## src/rtl/uart_pkg.sv

```systemverilog
// uart_pkg
//   Shared definitions for the oversampling UART receiver:
//   - uart_state_e : receive FSM encoding (IDLE=0, START=1, DATA=2, STOP=3)
//   - SAMPLE_LO/MID/HI : oversample indices voted on inside each bit (16x)
//   - calc_tick_div / calc_tick_cnt_w : baud-tick divider and its counter width
package uart_pkg;

  typedef enum logic [1:0] {
    IDLE  = 2'd0,
    START = 2'd1,
    DATA  = 2'd2,
    STOP  = 2'd3
  } uart_state_e;

  localparam logic [3:0] SAMPLE_LO  = 4'd7;
  localparam logic [3:0] SAMPLE_MID = 4'd8;
  localparam logic [3:0] SAMPLE_HI  = 4'd9;

  // Clocks per oversample tick, integer-truncated.
  function automatic int calc_tick_div(input int clk_hz, input int baud, input int os);
    return clk_hz / (baud * os);
  endfunction

  // Smallest width that can hold 0..div-1 (at least 1 bit).
  function automatic int calc_tick_cnt_w(input int div);
    int w;
    w = 1;
    while ((1 << w) < div) w++;
    return w;
  endfunction

endpackage

```

## src/rtl/uart_baud_tick.sv

```systemverilog
// uart_baud_tick
//   Free-running oversample tick generator on the system clock.
//   Ports:
//     clk  - system clock, rising edge
//     rst  - asynchronous active-high reset (counter to 0)
//     clr  - synchronous clear, restarts the tick phase (start-edge align)
//     tick - one-clk pulse while the counter sits at TICK_DIV-1
module uart_baud_tick #(
  parameter int TICK_DIV = 651,
  parameter int CNT_W    = 10
) (
  input  logic clk,
  input  logic rst,
  input  logic clr,
  output logic tick
);

  localparam logic [CNT_W-1:0] LAST = CNT_W'(TICK_DIV - 1);

  logic [CNT_W-1:0] cnt_q;
  logic [CNT_W-1:0] cnt_d;

  always_comb begin
    tick  = (cnt_q == LAST);
    cnt_d = cnt_q + CNT_W'(1);
    if (clr || tick) begin
      cnt_d = '0;
    end
  end

  always_ff @(posedge clk or posedge rst) begin
    if (rst) begin
      cnt_q <= '0;
    end else begin
      cnt_q <= cnt_d;
    end
  end

endmodule

```

## src/rtl/uart_rx_sampler.sv

```systemverilog
// uart_rx_sampler
//   16x oversampling 8N1 UART receiver (LSB first) with majority-vote
//   sampling at indices 7/8/9 of every bit, including start and stop.
//   Ports:
//     clk       - system clock, rising edge
//     rst       - asynchronous active-high reset
//     rxd       - asynchronous serial line, idle high
//     bdata     - last correctly framed byte, held until the next good frame
//     rx_begin  - one-clk pulse when a start bit is validated
//     rx_ack    - one-clk pulse, coincident with the bdata update
//     frame_err - one-clk pulse when the stop bit votes low
//     busy      - high whenever the FSM is not in IDLE
//     state_dbg - current receive FSM state
//
//   Strobe semantics: rx_begin, rx_ack and frame_err are fire-and-forget
//   single-cycle pulses with no back-pressure; at most one is high in any
//   cycle, and the consumer must sample them on the cycle they are high.
module uart_rx_sampler
  import uart_pkg::*;
#(
  parameter int CLK_HZ     = 100_000_000,
  parameter int BAUD       = 9600,
  parameter int OVERSAMPLE = 16
) (
  input  logic        clk,
  input  logic        rst,
  input  logic        rxd,
  output logic [7:0]  bdata,
  output logic        rx_begin,
  output logic        rx_ack,
  output logic        frame_err,
  output logic        busy,
  output uart_state_e state_dbg
);

  localparam int TICK_DIV = calc_tick_div(CLK_HZ, BAUD, OVERSAMPLE);
  localparam int TICK_W   = calc_tick_cnt_w(TICK_DIV);

  // Two-flop synchroniser; resets to the idle level so reset never looks
  // like a start edge.
  logic rxd_meta_q;
  logic rxs_q;

  always_ff @(posedge clk or posedge rst) begin
    if (rst) begin
      rxd_meta_q <= 1'b1;
      rxs_q      <= 1'b1;
    end else begin
      rxd_meta_q <= rxd;
      rxs_q      <= rxd_meta_q;
    end
  end

  logic tick;
  logic tick_clr;

  uart_baud_tick #(
    .TICK_DIV (TICK_DIV),
    .CNT_W    (TICK_W)
  ) u_baud_tick (
    .clk  (clk),
    .rst  (rst),
    .clr  (tick_clr),
    .tick (tick)
  );

  uart_state_e state_q,     state_d;
  logic [3:0]  s_q,         s_d;
  logic [2:0]  bit_q,       bit_d;
  logic [1:0]  samp_q,      samp_d;
  logic [7:0]  shift_q,     shift_d;
  logic [7:0]  bdata_q,     bdata_d;
  logic        armed_q,     armed_d;
  logic        rx_begin_q,  rx_begin_d;
  logic        rx_ack_q,    rx_ack_d;
  logic        frame_err_q, frame_err_d;

  logic maj;
  logic decide;

  // The third vote is taken live from rxs on the SAMPLE_HI tick.
  assign maj    = (samp_q[0] & samp_q[1]) | (samp_q[0] & rxs_q) | (samp_q[1] & rxs_q);
  assign decide = tick && (s_q == SAMPLE_HI);

  always_comb begin
    state_d     = state_q;
    s_d         = s_q;
    bit_d       = bit_q;
    samp_d      = samp_q;
    shift_d     = shift_q;
    bdata_d     = bdata_q;
    armed_d     = 1'b0;
    rx_begin_d  = 1'b0;
    rx_ack_d    = 1'b0;
    frame_err_d = 1'b0;
    tick_clr    = 1'b0;

    // Sample index wraps 15 -> 0 naturally in 4 bits.
    if (tick) begin
      s_d = s_q + 4'd1;
    end

    if (state_q != IDLE && tick) begin
      if (s_q == SAMPLE_LO)  samp_d[0] = rxs_q;
      if (s_q == SAMPLE_MID) samp_d[1] = rxs_q;
    end

    case (state_q)
      IDLE: begin
        // armed needs the line seen high first, so a held-low line (break
        // or a failed stop bit) cannot start a new frame.
        armed_d = armed_q | rxs_q;
        if (armed_q && !rxs_q) begin
          tick_clr = 1'b1;
          s_d      = 4'd0;
          armed_d  = 1'b0;
          state_d  = START;
        end
      end
      START: begin
        if (decide) begin
          if (!maj) begin
            rx_begin_d = 1'b1;
            bit_d      = 3'd0;
            state_d    = DATA;
          end else begin
            state_d = IDLE;
          end
        end
      end
      DATA: begin
        if (decide) begin
          shift_d = {maj, shift_q[7:1]};
          // Bit index moves on after each decision; DATA is entered
          // mid-start-bit so a wrap-based advance would skip bit 0.
          if (bit_q == 3'd7) begin
            state_d = STOP;
          end else begin
            bit_d = bit_q + 3'd1;
          end
        end
      end
      STOP: begin
        // Leave mid-stop-bit so a back-to-back start edge is not missed.
        if (decide) begin
          if (maj) begin
            bdata_d  = shift_q;
            rx_ack_d = 1'b1;
          end else begin
            frame_err_d = 1'b1;
          end
          state_d = IDLE;
        end
      end
      default: state_d = IDLE;
    endcase
  end

  always_ff @(posedge clk or posedge rst) begin
    if (rst) begin
      state_q     <= IDLE;
      s_q         <= 4'd0;
      bit_q       <= 3'd0;
      samp_q      <= 2'b00;
      shift_q     <= 8'h00;
      bdata_q     <= 8'h00;
      armed_q     <= 1'b0;
      rx_begin_q  <= 1'b0;
      rx_ack_q    <= 1'b0;
      frame_err_q <= 1'b0;
    end else begin
      state_q     <= state_d;
      s_q         <= s_d;
      bit_q       <= bit_d;
      samp_q      <= samp_d;
      shift_q     <= shift_d;
      bdata_q     <= bdata_d;
      armed_q     <= armed_d;
      rx_begin_q  <= rx_begin_d;
      rx_ack_q    <= rx_ack_d;
      frame_err_q <= frame_err_d;
    end
  end

  assign bdata     = bdata_q;
  assign rx_begin  = rx_begin_q;
  assign rx_ack    = rx_ack_q;
  assign frame_err = frame_err_q;
  assign busy      = (state_q != IDLE);
  assign state_dbg = state_q;

endmodule

```

## config.mk

```make
export PLATFORM = sky130hd
export DESIGN_NAME = uart_rx_sampler
export DESIGN_NICKNAME = d
export VERILOG_FILES = /design/src/rtl/uart_pkg.sv /design/src/rtl/uart_baud_tick.sv /design/src/rtl/uart_rx_sampler.sv
export SDC_FILE = /design/constraint.sdc
export NUM_CORES = 1
export LEC_CHECK = 0
export BUFFER_PORTS_ARGS = -buffer_cell sky130_fd_sc_hd__clkbuf_2
export CORE_UTILIZATION = 55
export CTS_BUF_LIST = sky130_fd_sc_hd__clkbuf_8
export DETAILED_ROUTE_END_ITERATION = 10
export PLACE_DENSITY = 0.74
export SYNTH_ARGS = -nofsm -noshare
export SYNTH_HDL_FRONTEND = slang
export SYNTH_HIERARCHICAL = 1
export SYNTH_SLANG_ARGS = --single-unit
```

## constraint.sdc

```tcl
create_clock -name clk -period 4.9 [get_ports clk]
set_input_delay 0.98 -clock clk [delete_from_list [all_inputs] [get_ports clk]]
set_output_delay 0.98 -clock clk [all_outputs]
set_load 0.1 [all_outputs]
```

==> impl_metrics.tcl <==
set metrics [dict create \
    fin_crit_ps 2810 \
    drt_iter0_drc 73 \
    setup-violations-final 0 \
    grt_max_degree 34 \
    use_met1 0.290 \
    grt_busiest_layer "met2" \
    die_y_um 62.0 \
    grt.overflow.total 0 \
    port_buffers 16 \
    nFillCells 261 \
    status "completed" \
    drive_above_1_share 0.326 \
    place.gp.congestion 0.804 \
    path_class "reg -> reg" \
    hpwlAfterDp_mm 2.50 \
    boundaryPins 17 \
    die_w_um 62.0 \
    dr.pass1.iters 4 \
    leakage_uw 0.00107 \
    required_ps 5090 \
    synth_area_leaders "dfrtp_1 (52%), mux2_2 (10%), ha_1 (4.4%)" \
    grt_usage 0.211 \
    antenna_left 0 \
    n_antenna_cell 0 \
    worstSetupEndpointType "flop" \
    hold_path.class "reg -> reg" \
    crit_path_max_fanout 9 \
    ys_ff_latch 43 \
    start_kind "flop" \
    tightest_slew_ps 665 \
    cts.sinks 43 \
    synth_seq_area_share 0.544 \
    synth_top_area_frac 0.517 \
    grtUsageMet3 0.0745 \
    cellPowerDensity_mw_per_mm2 375 \
    finClkSkew_ps 8.38 \
    path_clk_slew_ps 90 \
    synthArstFlopShare 1.00 \
    drc_errors 0 \
    slew_violations 0 \
    yosysWarningCount 6 \
    grt_use_met2 0.307 \
    antenna_found_initial 0 \
    num_rows 21 \
    fin_tns_setup_ps 0 \
    avgSynthCellArea_sq_um 12.5 \
    cts_resized 0 \
    cts_buffers 5 \
    netlist_instances 159 \
    rsz0062_at_grt "no" \
    fmax_mhz 356 \
    relSlewSlack 0.554 \
    power_uw 825 \
    start_util 0.585 \
    drv_cap 0 \
    vias 1259 \
    area_growth_pct 10.9 \
    dieArea_sq_mm 0.00385 \
    via_per_inst 5.55 \
    clk_latency_ps 300 \
    holdBufCountCts 0 \
    grt_pass1_vias 1175 \
    wirelength_mm 3.42 \
    wire_per_inst_um 15.1 \
    syn_area_sq_mm 0.00198 \
    grt_pass1_wl_mm 5.58 \
    hold_ws_ps 367 \
    nets 190 \
    cts_setup_buffers 0 \
    tritoncts "yes" \
    synth.distinct_cells 41 \
    hold_viol_final 0 \
    cts_root_buffer "clkbuf_8" \
    cts_max_path_buffers 2 \
    syn-num-nets 169 \
    timing.final.crit_share 0.573 \
    cp_data_arrival_time_ps 2990 \
    ys.flop_type "dfrtp_1" \
    synth_edf_count 0 \
    synth_top_cell_by_area "dfrtp_1" \
    core-area_sq_mm 0.00339 \
    irDropWorstVdd_mv 0.275 \
    htreeDepth 2 \
]
==> final cells by class <==
cell class	count	area, sq um	share of cell area
Sequential cell	43	1080	0.490
Clock buffer	5	68.8	0.0313
Timing Repair Buffer	17	87.6	0.0398
Multi-Input combinational cell	102	842	0.383
Clock inverter	3	23.8	0.0108
Tap cell	46	57.6	0.0262
Inverter	11	41.3	0.0188
==> layout by cell type, fill, tap and decap left out, types with 3 or more instances in the layout <==
master     n
ha_1       7
nand3_1    5
nor2b_1    3
nand2_1    5
nor3_1     4
nand4_1    3
nor2_1    10
clkbuf_8   5
o21ai_0    5
inv_1     11
a21oi_1    4
clkbuf_2  16
mux2_2    18
xor2_1     4
dfrtp_1   41
==> cells in the mapped netlist (all sizes together), types with 3 or more instances <==
cell type	n
nor2b	3
nor2	11
or3	4
ha	7
nor3	4
mux2	18
inv	11
nand3	5
o21ai	5
nand2	5
o31ai	4
buf	3
nand4	5
xor2	4
dfrtp	41
a21oi	5
==> path summary, 6_finish.rpt <==
check                                          startpoint  cells past startpoint  slack [ps]                        endpoint
max                        u_baud_tick/cnt_q[0]$_DFF_PP0_                      7        2090            bdata[5]$_DFFE_PP0P_
min                                  rxd_meta_q$_DFF_PP1_                      0         370                 rxs_q$_DFF_PP1_
max reg2reg                u_baud_tick/cnt_q[0]$_DFF_PP0_                      7        2090            bdata[5]$_DFFE_PP0P_
min reg2reg                          rxd_meta_q$_DFF_PP1_                      0         370                 rxs_q$_DFF_PP1_
max in group asynchronous                             rst                      3        3830                 rxs_q$_DFF_PP1_
min in group asynchronous                             rst                      2         630  u_baud_tick/cnt_q[3]$_DFF_PP0_
==> power by group <==
group / switching [uW] / leakage, uW / total [uW] / internal [uW]
clock network: 127 / 0.0000408 / 229 / 102
logic: 102 / 0.000454 / 159 / 56.6
registers: 48.8 / 0.000577 / 438 / 389
==> routing by layer <==
metal | wire, um | part of all wire | vias to the layer above
met5 | 0 | 0 | -
met4 | 40 | 0.012 | 0
met3 | 104 | 0.030 | 5
met2 | 1670 | 0.49 | 20
met1 | 1610 | 0.47 | 627
li1 | - | - | 607
==> worst max-delay path, stage by stage (launching register included) <==
cell and delay, ps:
dfrtp_1 430, inv_1 80, ha_1 170, nand4bb_2 160, nor3_1 580, and4b_1 520, nand4_2 360, mux2_2 390
==> registers in the layout (all words and copies together) (netlist names), 2 cells and up, named ones only <==
register,count
bdata,8
bit_q,3
s_q,4
samp_q,2
shift_q,8
u_baud_tick/cnt_q,10
==> per-stage QoR <==
step	instances	utilization	cell area, sq um	setup WS, ps
2_1_floorplan	159	-	1980	1910
3_3_place_gp	219	0.622	2110	2240
3_5_place_dp	219	0.622	2110	2070
4_1_cts	227	0.649	2200	2080
5_1_grt	227	0.649	2200	1900
6_report	227	0.649	2200	2090
==> cells by family after synthesis <==
kind of cell	share of synthesized area
AOI/OAI and AO/OA	0.0877
adders and majority gates	0.0498
DFF	0.544
buffers and inverters	0.0315
xor gates and xnor gates	0.0265
muxes	0.107
and+or+nand+nor	0.153
Note: power is estimated with default switching activity, not from simulation.
